**src/rtl/gcd_lcm_pkg.sv**
```systemverilog
// Shared types and constants for the GCD/LCM job dispatcher.
//   state_e   : dispatcher FSM states
//   MODE_*    : job mode encoding (0 = GCD, 1 = LCM)
//   W_DEFAULT : default operand/result width
package gcd_lcm_pkg;

    localparam int unsigned W_DEFAULT = 8;

    localparam logic MODE_GCD = 1'b0;
    localparam logic MODE_LCM = 1'b1;

    typedef enum logic [1:0] {
        StIdle,
        StLoad,
        StRun,
        StHold
    } state_e;

endpackage

```
**src/rtl/gcd_lcm_dispatcher_if.sv**
```systemverilog
// Job/result stream and core-side signals of the GCD/LCM dispatcher.
//   in_*   : job stream (valid/ready), operands and mode
//   out_*  : result stream (valid/ready), result, mode, error flag
//   core_* : operand/control outputs to the core and its ready/result
// Modports: slave = dispatcher side, master = environment side.
interface gcd_lcm_dispatcher_if
    import gcd_lcm_pkg::*;
#(
    parameter int unsigned W = W_DEFAULT
);
    logic         in_valid;
    logic         in_ready;
    logic [W-1:0] in_a;
    logic [W-1:0] in_b;
    logic         in_mode;

    logic         out_valid;
    logic         out_ready;
    logic [W-1:0] out_result;
    logic         out_mode;
    logic         out_err;

    logic [W-1:0] core_a;
    logic [W-1:0] core_b;
    logic         core_reset;
    logic         core_prompt;
    logic         core_ready;
    logic [W-1:0] core_result;

    modport slave (
        input  in_valid, in_a, in_b, in_mode, out_ready, core_ready, core_result,
        output in_ready, out_valid, out_result, out_mode, out_err,
        output core_a, core_b, core_reset, core_prompt
    );

    modport master (
        output in_valid, in_a, in_b, in_mode, out_ready, core_ready, core_result,
        input  in_ready, out_valid, out_result, out_mode, out_err,
        input  core_a, core_b, core_reset, core_prompt
    );

endinterface

```
**src/rtl/gcd_lcm_job_fifo.sv**
```systemverilog
// Synchronous job FIFO with full/empty flags.
//   clk, reset : clock, synchronous active-low reset (empties the FIFO)
//   push_i     : write data_i (caller guarantees !full_o)
//   pop_i      : advance head (caller guarantees !empty_o)
//   data_o     : current head entry
//   full_o, empty_o : occupancy flags
// Depth must be a power of two so the pointers wrap naturally.
module gcd_lcm_job_fifo #(
    parameter int unsigned Width = 17,
    parameter int unsigned Depth = 4
) (
    input  logic             clk,
    input  logic             reset,
    input  logic             push_i,
    input  logic [Width-1:0] data_i,
    input  logic             pop_i,
    output logic [Width-1:0] data_o,
    output logic             full_o,
    output logic             empty_o
);

    localparam int unsigned PtrW = (Depth > 1) ? $clog2(Depth) : 1;

    logic [Width-1:0] mem_q [Depth];
    logic [PtrW-1:0]  wr_ptr_q;
    logic [PtrW-1:0]  rd_ptr_q;
    logic [PtrW:0]    count_q;

    always_ff @(posedge clk) begin
        if (push_i) begin
            mem_q[wr_ptr_q] <= data_i;
        end
    end

    always_ff @(posedge clk) begin
        if (!reset) begin
            wr_ptr_q <= '0;
            rd_ptr_q <= '0;
            count_q  <= '0;
        end else begin
            if (push_i) begin
                wr_ptr_q <= wr_ptr_q + 1'b1;
            end
            if (pop_i) begin
                rd_ptr_q <= rd_ptr_q + 1'b1;
            end
            unique case ({push_i, pop_i})
                2'b10:   count_q <= count_q + 1'b1;
                2'b01:   count_q <= count_q - 1'b1;
                default: count_q <= count_q;
            endcase
        end
    end

    assign data_o  = mem_q[rd_ptr_q];
    assign full_o  = (count_q == (PtrW + 1)'(Depth));
    assign empty_o = (count_q == '0);

endmodule

```
**src/rtl/gcd_lcm_dispatcher.sv**
```systemverilog
// Job dispatcher for the combined GCD/LCM core: queues jobs in a FIFO, runs them on
// the core one at a time and presents each result downstream.
//   clk, reset : clock, synchronous active-low reset (discards active and queued jobs)
//   bus        : job stream, result stream and core interface (slave modport)
//   busy       : FSM not idle, or jobs queued
// Optional: define GCD_LCM_DISPATCH_TIMEOUT_EN to abort a job after TIMEOUT RUN cycles
// without core_ready (out_err=1, out_result=0).
module gcd_lcm_dispatcher
    import gcd_lcm_pkg::*;
#(
    parameter int unsigned W          = W_DEFAULT,
    parameter int unsigned FIFO_DEPTH = 4,
    parameter int unsigned RST_CYC    = 2,
    parameter int unsigned TIMEOUT    = 255
) (
    input  logic                 clk,
    input  logic                 reset,
    gcd_lcm_dispatcher_if.slave  bus,
    output logic                 busy
);

    localparam int unsigned JobW = 2 * W + 1;
    localparam int unsigned CntW = (RST_CYC > 1) ? $clog2(RST_CYC) : 1;

    logic            push, pop, fifo_full, fifo_empty;
    logic [JobW-1:0] head;
    logic [W-1:0]    head_a, head_b;
    logic            head_mode;

    state_e          state_q;
    logic [CntW-1:0] cnt_q;
    logic            run_first_q;
    logic [W-1:0]    core_a_q, core_b_q, out_result_q;
    logic            core_prompt_q, core_reset_q, out_valid_q, out_mode_q;

    assign push = bus.in_valid && !fifo_full && reset;
    assign pop  = (state_q == StIdle) && !fifo_empty;

    gcd_lcm_job_fifo #(
        .Width(JobW),
        .Depth(FIFO_DEPTH)
    ) u_fifo (
        .clk    (clk),
        .reset  (reset),
        .push_i (push),
        .data_i ({bus.in_a, bus.in_b, bus.in_mode}),
        .pop_i  (pop),
        .data_o (head),
        .full_o (fifo_full),
        .empty_o(fifo_empty)
    );

    assign head_a    = head[2*W:W+1];
    assign head_b    = head[W:1];
    assign head_mode = head[0];

`ifdef GCD_LCM_DISPATCH_TIMEOUT_EN
    localparam int unsigned TmoW = $clog2(TIMEOUT + 1);
    logic [TmoW-1:0] tmo_q;
    logic            out_err_q;
`else
    logic unused_timeout;
    assign unused_timeout = ^TIMEOUT;
`endif

    always_ff @(posedge clk) begin
        if (!reset) begin
            state_q       <= StIdle;
            cnt_q         <= '0;
            run_first_q   <= 1'b0;
            core_a_q      <= '0;
            core_b_q      <= '0;
            core_prompt_q <= 1'b0;
            core_reset_q  <= 1'b1;
            out_valid_q   <= 1'b0;
            out_result_q  <= '0;
            out_mode_q    <= 1'b0;
`ifdef GCD_LCM_DISPATCH_TIMEOUT_EN
            tmo_q         <= '0;
            out_err_q     <= 1'b0;
`endif
        end else begin
            unique case (state_q)
                StIdle: begin
                    if (!fifo_empty) begin
                        core_a_q      <= head_a;
                        core_b_q      <= head_b;
                        core_prompt_q <= head_mode;
                        core_reset_q  <= 1'b1;
                        if (head_a == '0 || head_b == '0) begin
                            // One operand is zero, so a|b is the GCD; the LCM is zero.
                            out_result_q <= (head_mode == MODE_LCM) ? '0 : (head_a | head_b);
                            out_mode_q   <= head_mode;
                            out_valid_q  <= 1'b1;
                            state_q      <= StHold;
                        end else begin
                            cnt_q   <= CntW'(RST_CYC - 1);
                            state_q <= StLoad;
                        end
                    end else begin
                        // Release the core only while nothing is queued or arriving.
                        core_reset_q <= push;
                    end
                end
                StLoad: begin
                    if (cnt_q == '0) begin
                        core_reset_q <= 1'b0;
                        run_first_q  <= 1'b1;
`ifdef GCD_LCM_DISPATCH_TIMEOUT_EN
                        tmo_q        <= '0;
`endif
                        state_q      <= StRun;
                    end else begin
                        cnt_q <= cnt_q - 1'b1;
                    end
                end
                StRun: begin
                    run_first_q <= 1'b0;
                    // The first RUN cycle may still see ready left over from the last job.
                    if (!run_first_q && bus.core_ready) begin
                        out_result_q <= bus.core_result;
                        out_mode_q   <= core_prompt_q;
                        out_valid_q  <= 1'b1;
                        state_q      <= StHold;
                    end
`ifdef GCD_LCM_DISPATCH_TIMEOUT_EN
                    else if (tmo_q == TmoW'(TIMEOUT - 1)) begin
                        out_result_q <= '0;
                        out_mode_q   <= core_prompt_q;
                        out_err_q    <= 1'b1;
                        out_valid_q  <= 1'b1;
                        core_reset_q <= 1'b1;
                        state_q      <= StHold;
                    end else begin
                        tmo_q <= tmo_q + 1'b1;
                    end
`endif
                end
                StHold: begin
                    if (bus.out_ready) begin
                        out_valid_q  <= 1'b0;
                        core_reset_q <= !fifo_empty || push;
`ifdef GCD_LCM_DISPATCH_TIMEOUT_EN
                        out_err_q    <= 1'b0;
`endif
                        state_q      <= StIdle;
                    end
                end
                default: state_q <= StIdle;
            endcase
        end
    end

    assign bus.in_ready    = reset && !fifo_full;
    assign bus.out_valid   = out_valid_q;
    assign bus.out_result  = out_result_q;
    assign bus.out_mode    = out_mode_q;
    assign bus.core_a      = core_a_q;
    assign bus.core_b      = core_b_q;
    assign bus.core_reset  = core_reset_q;
    assign bus.core_prompt = core_prompt_q;
`ifdef GCD_LCM_DISPATCH_TIMEOUT_EN
    assign bus.out_err     = out_err_q;
`else
    assign bus.out_err     = 1'b0;
`endif
    assign busy = (state_q != StIdle) || !fifo_empty;

endmodule

```
**src/flat_wrapper.sv**
```systemverilog
// flat-port wrapper written by rule: the top's interface ports become plain ports
module gcd_lcm_dispatcher_flat import gcd_lcm_pkg::*;
#(
    parameter int unsigned W          = W_DEFAULT,
    parameter int unsigned FIFO_DEPTH = 4,
    parameter int unsigned RST_CYC    = 2,
    parameter int unsigned TIMEOUT    = 255
)
  (clk, reset, busy, bus_in_valid, bus_in_a, bus_in_b, bus_in_mode, bus_out_ready, bus_core_ready, bus_core_result, bus_in_ready, bus_out_valid, bus_out_result, bus_out_mode, bus_out_err, bus_core_a, bus_core_b, bus_core_reset, bus_core_prompt);
  gcd_lcm_dispatcher_if #(.W(W)) bus_i ();
  input  logic clk;
  input  logic reset;
  output logic busy;
  input wire logic [$bits(bus_i.in_valid)-1:0] bus_in_valid;
  input wire logic [$bits(bus_i.in_a)-1:0] bus_in_a;
  input wire logic [$bits(bus_i.in_b)-1:0] bus_in_b;
  input wire logic [$bits(bus_i.in_mode)-1:0] bus_in_mode;
  input wire logic [$bits(bus_i.out_ready)-1:0] bus_out_ready;
  input wire logic [$bits(bus_i.core_ready)-1:0] bus_core_ready;
  input wire logic [$bits(bus_i.core_result)-1:0] bus_core_result;
  output wire logic [$bits(bus_i.in_ready)-1:0] bus_in_ready;
  output wire logic [$bits(bus_i.out_valid)-1:0] bus_out_valid;
  output wire logic [$bits(bus_i.out_result)-1:0] bus_out_result;
  output wire logic [$bits(bus_i.out_mode)-1:0] bus_out_mode;
  output wire logic [$bits(bus_i.out_err)-1:0] bus_out_err;
  output wire logic [$bits(bus_i.core_a)-1:0] bus_core_a;
  output wire logic [$bits(bus_i.core_b)-1:0] bus_core_b;
  output wire logic [$bits(bus_i.core_reset)-1:0] bus_core_reset;
  output wire logic [$bits(bus_i.core_prompt)-1:0] bus_core_prompt;
  assign bus_i.in_valid = bus_in_valid;
  assign bus_i.in_a = bus_in_a;
  assign bus_i.in_b = bus_in_b;
  assign bus_i.in_mode = bus_in_mode;
  assign bus_i.out_ready = bus_out_ready;
  assign bus_i.core_ready = bus_core_ready;
  assign bus_i.core_result = bus_core_result;
  assign bus_in_ready = bus_i.in_ready;
  assign bus_out_valid = bus_i.out_valid;
  assign bus_out_result = bus_i.out_result;
  assign bus_out_mode = bus_i.out_mode;
  assign bus_out_err = bus_i.out_err;
  assign bus_core_a = bus_i.core_a;
  assign bus_core_b = bus_i.core_b;
  assign bus_core_reset = bus_i.core_reset;
  assign bus_core_prompt = bus_i.core_prompt;
  gcd_lcm_dispatcher #(.W(W), .FIFO_DEPTH(FIFO_DEPTH), .RST_CYC(RST_CYC), .TIMEOUT(TIMEOUT)) u_core (.clk(clk), .reset(reset), .bus(bus_i), .busy(busy));
endmodule
```
**config.mk**
```make
export PLATFORM = sky130hd
export DESIGN_NAME = gcd_lcm_dispatcher_flat
export DESIGN_NICKNAME = d
export VERILOG_FILES = /design/src/rtl/gcd_lcm_pkg.sv /design/src/rtl/gcd_lcm_dispatcher_if.sv /design/src/rtl/gcd_lcm_job_fifo.sv /design/src/rtl/gcd_lcm_dispatcher.sv /design/src/flat_wrapper.sv
export SDC_FILE = /design/constraint.sdc
export NUM_CORES = 1
export LEC_CHECK = 0
export CORE_ASPECT_RATIO = 0.6
export CORE_MARGIN = 5
export CORE_UTILIZATION = 25
export DETAILED_ROUTE_END_ITERATION = 7
export GPL_ROUTABILITY_DRIVEN = 0
export PLACE_DENSITY_LB_ADDON = 0.3
export SLEW_MARGIN = 5
export SYNTH_ARGS = -nofsm -noshare
export SYNTH_HDL_FRONTEND = slang
export SYNTH_HIERARCHICAL = 1
export SYNTH_SLANG_ARGS = --single-unit
```
**constraint.sdc**
```tcl
create_clock -name clk -period 3.5 [get_ports clk]
set_clock_uncertainty 0.15 [all_clocks]
set_input_delay 0.7 -clock clk [delete_from_list [all_inputs] [get_ports clk]]
set_output_delay 0.7 -clock clk [all_outputs]
set_load 0.01 [all_outputs]
```
==> run_results.csv <==
group,metric,value,unit
hold_path,hold_class,"reg -> reg",
pwr,p_comb_share,35.1,%
final_layout,final_common_cell,"edfxtp_1",
final_layout,nFillCells,1795,
clocking,clk_pin_slew,70,ps
setup_path,required,2650,ps
clocking,cts_root_buf,"clkbuf_16",
pwr,swShare,33.4,%
timing,setup_tns,0,ps
route,drt-initial-drc-count,159,
placed_design,hpwl,7.67,mm
synthesis,synth_seq_cells,109,
timing,max_clock_freq,0.346,GHz
route,dr_wl_met3,643,µm
clocking,htree_levels,3,
route,via_per_inst,4.37,
pwr,p_switching,1.38,mW
die,row_count,38,
die,start_util,25.7,%
grt,antenna_found_initial,1,
route,drt-total-wl,10.9,mm
timing,maxSlewHeadroom,47.9,%
final_layout,nets,454,
pwr,irDropWorstVdd,0.234,mV
final_layout,drive_above_1_share,12.5,%
placed_design,port-buffer-count,59,
synthesis,ys_seq_area_share,60.8,%
die,die_width,187,µm
setup_path,crit_fanout,7,
grt,grt_pass1_wl,17.0,mm
synthesis,syn_avg_cell_area,13.7,µm²
route,routed-wl-met2,4.45,mm
placed_design,placed_area,5570,µm²
clocking,ctsHoldBuffers,0,
timing,hold_viol,0,
grt,grt_pass1_vias,2928,
pwr,leakage,2.06,nW
synthesis,syn_area,4710,µm²
die,io_pins,61,
timing,setup_viol,0,
final_layout,final_cell_mix,"edfxtp_1, nand2_1, clkdlybuf4s50_1",
clocking,cts_buffers,9,
timing,worst-slew-pin-transition,780,ps
pwr,p_seq_share,41.3,%
synthesis,synthArstFlopShare,0,%
synthesis,synth_cells,345,
final_layout,syn_to_final_growth,24.3,%
grt,grt_use_total,10.4,%
final_layout,design_area,5850,µm²
route,top_layer,"met5",
pwr,p_int,2.75,mW
clocking,ctsResizeCount,0,
setup_path,critPathArrivalTime,2040,ps
die,core_area,18300,µm²
synthesis,syn_nets,388,
grt,grt_overflow,0,
final_layout,antenna_cells,0,
run,drv_cap,0,
synthesis,yosysUniqueCellTypes,51,
outcome,status,"finished clean",
route,routedWlPerCell,16.7,µm
pwr,p_per_area,705,nW/µm²
clocking,cts_tree,"done",
die,dieArea,21800,µm²
grt,grt_max_degree,51,
timing,rsz0062_at_grt,"no",
timing,timing.final.crit_share,82.6,%
timing,slew_violations,0,
clocking,clockBufferDepth,2,
route,vias,2868,
synthesis,synth_ff_type,"edfxtp_1",
timing,finalCriticalPeriod,2890,ps
pwr,clockPowerShare,23.6,%
setup_path,path_class,"reg -> out",
clocking,post_cts_buffers,0,
clocking,cts.sinks,109,
synthesis,synth_warnings,6,
route,ant_nets,0,
setup_path,critPathCaptureType,"output pin",
clocking,clock_latency,350,ps
route,m1WireLength,5.73,mm
synthesis,synth_edf_count,68,
route,drc,0,
route,dr.pass1.iters,4,
setup_path,cp-start-kind,"flip-flop",
die,die_h,116,µm
==> flip-flops by register name, indices dropped and copies added (netlist names), 2 cells and up, named ones only <==
| name | flops |
|---|---|
| u_core/u_fifo/rd_ptr_q | 2 |
| u_core/bus.out_result | 8 |
| u_core/bus.core_b | 8 |
| u_core/bus.core_a | 8 |
| u_core/u_fifo/mem_q | 68 |
| u_core/u_fifo/count_q | 3 |
| u_core/u_fifo/wr_ptr_q | 2 |
| u_core/state_q | 2 |
==> cells by family after synthesis <==
group	after synthesis	synth area share (%)
other	1	0.0796
muxes	26	10.6
DFF	109	60.8
xor gates and xnor gates	5	0.930
buffers and inverters	31	3.75
adders and majority gates	13	3.61
and+or+nand+nor	112	11.8
AOI/OAI and AO/OA	48	8.40
==> routing by layer <==
layer | vias up | global-route usage, %
li1 | 1379 | -
met1 | 1417 | 14.6
met2 | 59 | 14.7
met3 | 11 | 4.30
met4 | 2 | 2.71
met5 | - | 0
==> worst max-delay path, stage by stage, from the launching register on <==
cell and delay [ps]:
dfxtp_1 420, inv_1 120, ha_1 300, and2_2 260, inv_1 60, clkdlybuf4s50_1 530
==> area by class of cell <==
cell class | count | area, µm² | area share [%]
flip-flops and latches | 109 | 2860 | 48.9
multi-input cells | 205 | 1670 | 28.5
repair buffers | 70 | 673 | 11.5
well taps | 240 | 300 | 5.13
clock buffers | 9 | 225 | 3.85
clock inverters | 7 | 60.1 | 1.03
inverters | 16 | 60.1 | 1.03
==> Yosys cell counts, types with 2 or more instances <==
library cell	count	share of area, %
buf_4	2	0.32
o22ai_1	2	0.27
o21ai_0	11	1.2
nand2b_1	3	0.40
o31a_2	2	0.43
or2_2	2	0.27
dlygate4sd1_1	2	0.37
xor2_1	3	0.56
buf_2	3	0.32
a21boi_0	18	2.9
mux4_2	10	4.8
nor2_8	2	0.85
nor4_1	2	0.27
mux2i_1	9	1.9
or4_4	4	0.96
ha_1	12	3.2
nor3_1	2	0.21
o31ai_1	2	0.32
dfxtp_1	41	17
buf_6	3	0.72
edfxtp_1	68	43
and2_1	11	1.5
nand2_1	67	5.3
nor2_1	10	0.80
inv_1	15	1.2
xnor2_1	2	0.37
clkbuf_1	4	0.32
mux4_1	7	3.9
nor2b_1	4	0.53
==> power by group through the flow <==
stage	sequential (mW)	combinational (mW)	clock, mW
2_1_floorplan	1.75	0.838	0
3_3_place_gp	1.73	1.44	0
3_5_place_dp	1.74	1.45	0
4_1_cts	1.71	1.46	1.01
5_1_grt	1.73	1.59	1.06
6_report	1.70	1.45	0.974
==> through the flow <==
step | std cells | utilization, % | hold WS (ps) | power (mW) | setup WS [ps]
global route | 656 | 32.0 | 347 | 4.37 | 499
CTS | 656 | 32.0 | 318 | 4.18 | 585
detailed placement | 640 | 30.4 | 303 | 3.19 | 569
floorplan | 345 | - | 320 | 2.58 | 770
global placement | 640 | 30.4 | 304 | 3.17 | 656
finish | 656 | 32.0 | 319 | 4.13 | 609
==> path summary, 6_finish.rpt <==
kind | startpoint | to | slack (ps) | cells after the start
hold / removal | u_core/bus.out_result[1] | u_core/bus.out_result[1] | 320 | 2
setup / recovery | u_core/state_q[1] | busy | 610 | 5
hold reg to reg | u_core/bus.out_result[1] | u_core/bus.out_result[1] | 320 | 2
setup reg to reg | flip-flop | u_core/bus.out_result[6] | 700 | 6
No activity file was read; power rests on OpenSTA's default activity.
==> variant: new RTL, same flow settings <==
Re-encode `state_e` (4 states) as one-hot, 4 bits wide.
--- a/src/rtl/gcd_lcm_pkg.sv
+++ b/src/rtl/gcd_lcm_pkg.sv
@@ -9,11 +9,11 @@
     localparam logic MODE_GCD = 1'b0;
     localparam logic MODE_LCM = 1'b1;
 
-    typedef enum logic [1:0] {
-        StIdle,
-        StLoad,
-        StRun,
-        StHold
+    typedef enum logic [3:0] {
+        StIdle = 4'b0001,
+        StLoad = 4'b0010,
+        StRun  = 4'b0100,
+        StHold = 4'b1000
     } state_e;
 
 endpackage
Check against the original RTL: same outputs for any inputs over 4 cycles, from zero or initial values and one cycle with reset low; so few cycles prove little.
==> variant against the unedited design <==
  * Clock power rose by 6%
  * Core utilization rose by 0.64 points
  * Sequential power fell by 2%
  * Routed wire length fell by 2.8%
  * Power fell by 6.2%
  * Worst setup slack improved by 0.0077 ns
  * Global-route usage rose by 0.19 points
  * Critical path depth rose by 2
  * Area after synthesis fell by 4.8%
  * Sequential cell count rose by 2
  * Cell area fell by 3.3%
  * Critical path type is now reg -> reg
==> variant: results (changes against the unedited design) <==
GRT
  – Vias in the first global route: 2873 (-1.9%)
  – Global-route wire length before repair: 16600 µm (-2.5%)
  – Initial antenna violation count: 0 (-1)
  – Largest net degree at the start of global routing: 44 (-14%)
  – Total Routing Usage GR: 10.6% (+0.19 points)

Power and ir drop
  – P_leak: 1.93 nW (-6.5%)
  – VDD IR max: 0.355 mV (+52%)

Routing
  – Via count: 2732 (-4.7%)
  – Final wirelength: 10600 µm (-2.8%)
  – DRT antenna net count: 0 (unchanged)
  – Drt first pass iters: 4 (unchanged)
  – DR iter-0 viols: 145 (-8.8%)

CTS
  – Clock buffer depth: 2 (unchanged)
  – CTS Buf Count: 9 (unchanged)
  – H-tree levels: 3 (unchanged)
  – Postcts setup bufs: 0 (unchanged)
  – CTS resizes: 0 (unchanged)
  – Worst-path clk slew: 0.08 ns
  – Root Driver: clkbuf_16
  – Clk_lat worst skew: 0.35 ns (about the same)

Setup path
  – Reg2Reg Depth: 7 (+1)
  – Worst setup path class: reg -> reg
  – Reg2reg setup slack: 0.62 ns (-0.08 ns)
  – Arrival time at the worst endpoint: 2.96 ns (+0.92 ns)
  – Worst r2r dst: u_core/bus.out_result[2]
  – Worst-path fanout max: 11 (+4)

Hold path
  – Hold Path Class: reg -> reg
  – Hold path start: u_core/bus.core_b[3]

Placed design
  – Dpl cells: 609 (-4.8%)
  – Detailed Place HPWL: 7740 µm (+0.91%)
  – Port buffer count: 59 (unchanged)

Layout
  – Largest Register: u_core/u_fifo/mem_q
  – Layout net count: 422 (-7.0%)
  – Max FFs per register: 68 (unchanged)
  – Layout cell share with drive strength beyond 1: 11.3% (-1.2 points)
  – Fill cells: 1726 (-3.8%)
  – Diode count: 0 (unchanged)
  – Final cell count without fillers: 625 (-4.7%)

Yosys
  – Ys Warns: 6 (unchanged)
  – Syn_area_per_cell: 14.0 µm² (+2.6%)
  – Unique masters post-synth: 45 (-12%)
  – Seq/Total Area, Yosys: 64.8% (+4.0 points)
  – Ys async rst share: 0% (unchanged)
  – Syn_nets: 356 (-8.2%)
  – Number of enable flip-flop cells after synthesis: 68 (unchanged)
  – Post-synth top cells: 68 x edfxtp_1, 43 x dfxtp_1, 42 x nand2_1, 19 x a21boi_0, 17 x a21oi_1
  – Top post-synthesis cells by area: edfxtp_1 46%, dfxtp_1 19%, mux4_2 5.0%

Status
  – Status: complete, no violations

Floorplan
  – Starting Density: 25.8% (+0.095 points)

STA
  – Relative slew slack: 34.4% (-13 points)
==> variant: cell types whose count changed after synthesis, moves of 4 or more <==
cell	change
a21oi_1	+16
ha_1	-7
inv_1	-7
mux2i_1	-7
nand2_1	-25
nor3_1	+8
o21ai_0	-7
o31ai_1	+7
or4_4	-4
==> variant: metrics by stage <==
stage               hold slack [ns]  util [%]  setup WS [ns]  instance area (µm²)
floorplan                     0.308         -          0.731                 4480
global placement              0.305      30.9          0.508                 5360
detailed placement            0.309      30.9          0.333                 5360
CTS                           0.323      32.6          0.666                 5660
global route                  0.331      32.6          0.477                 5660
finish                        0.320      32.6          0.617                 5660
==> variant: how the worst min path moves through the flow <==
| stage | slack, ns | to | depth (start not counted) |
|---|---|---|---|
| finish | 0.32 | u_core/bus.core_b[3] | 2 |
| global route | 0.33 | u_core/bus.core_a[2] | 2 |
| CTS | 0.32 | u_core/bus.core_a[2] | 2 |
| detailed placement | 0.31 | u_core/bus.core_a[5] | 2 |
| global placement | 0.31 | u_core/bus.core_b[1] | 2 |
| floorplan | 0.31 | u_core/cnt_q | 2 |
==> variant: cell families after synthesis <==
logic type | Yosys count | share of synthesized area (%)
other | 1 | 0.0836
adder cells (fa/ha/maj) | 6 | 1.84
AND/OR/NAND/NOR | 95 | 10.8
multiplexers | 19 | 9.57
flip-flops | 111 | 64.8
buffers and inverters | 26 | 3.29
AO/OA/AOI/OAI | 57 | 8.68
XOR/XNOR | 5 | 0.977
==> variant: routing by layer <==
layer	vias to the layer above	share of wire [%]	track usage, %
met5	-	0	0
met3	4	7.1	3.06
met4	0	0.11	1.79
met2	77	43	15.6
li1	1319	-	-
met1	1332	49	15.6
==> variant: area by class of cell <==
| type | instances | area [µm²] | share of cell area, % |
|---|---|---|---|
| inverter | 9 | 33.8 | 0.597 |
| clock inverter | 7 | 78.8 | 1.39 |
| clock buffer | 9 | 225 | 3.98 |
| tap | 234 | 293 | 5.17 |
| sequential | 111 | 2900 | 51.3 |
| timing repair buffer | 72 | 688 | 12.2 |
| multi-input combinational | 183 | 1440 | 25.4 |
==> variant: critical path: stages (launching register included) <==
cell	delay (ns)
dfxtp_1	0.45
buf_4	0.19
mux4_2	0.53
nor4_1	0.60
nand2_1	0.22
a21oi_4	0.23
or2_2	0.29
a21oi_1	0.11
==> variant: report_power, final <==
group          total, mW  internal, mW  switching (mW)
Clock               1.03         0.514           0.514
Sequential          1.66          1.56           0.103
Combinational       1.18         0.547           0.636
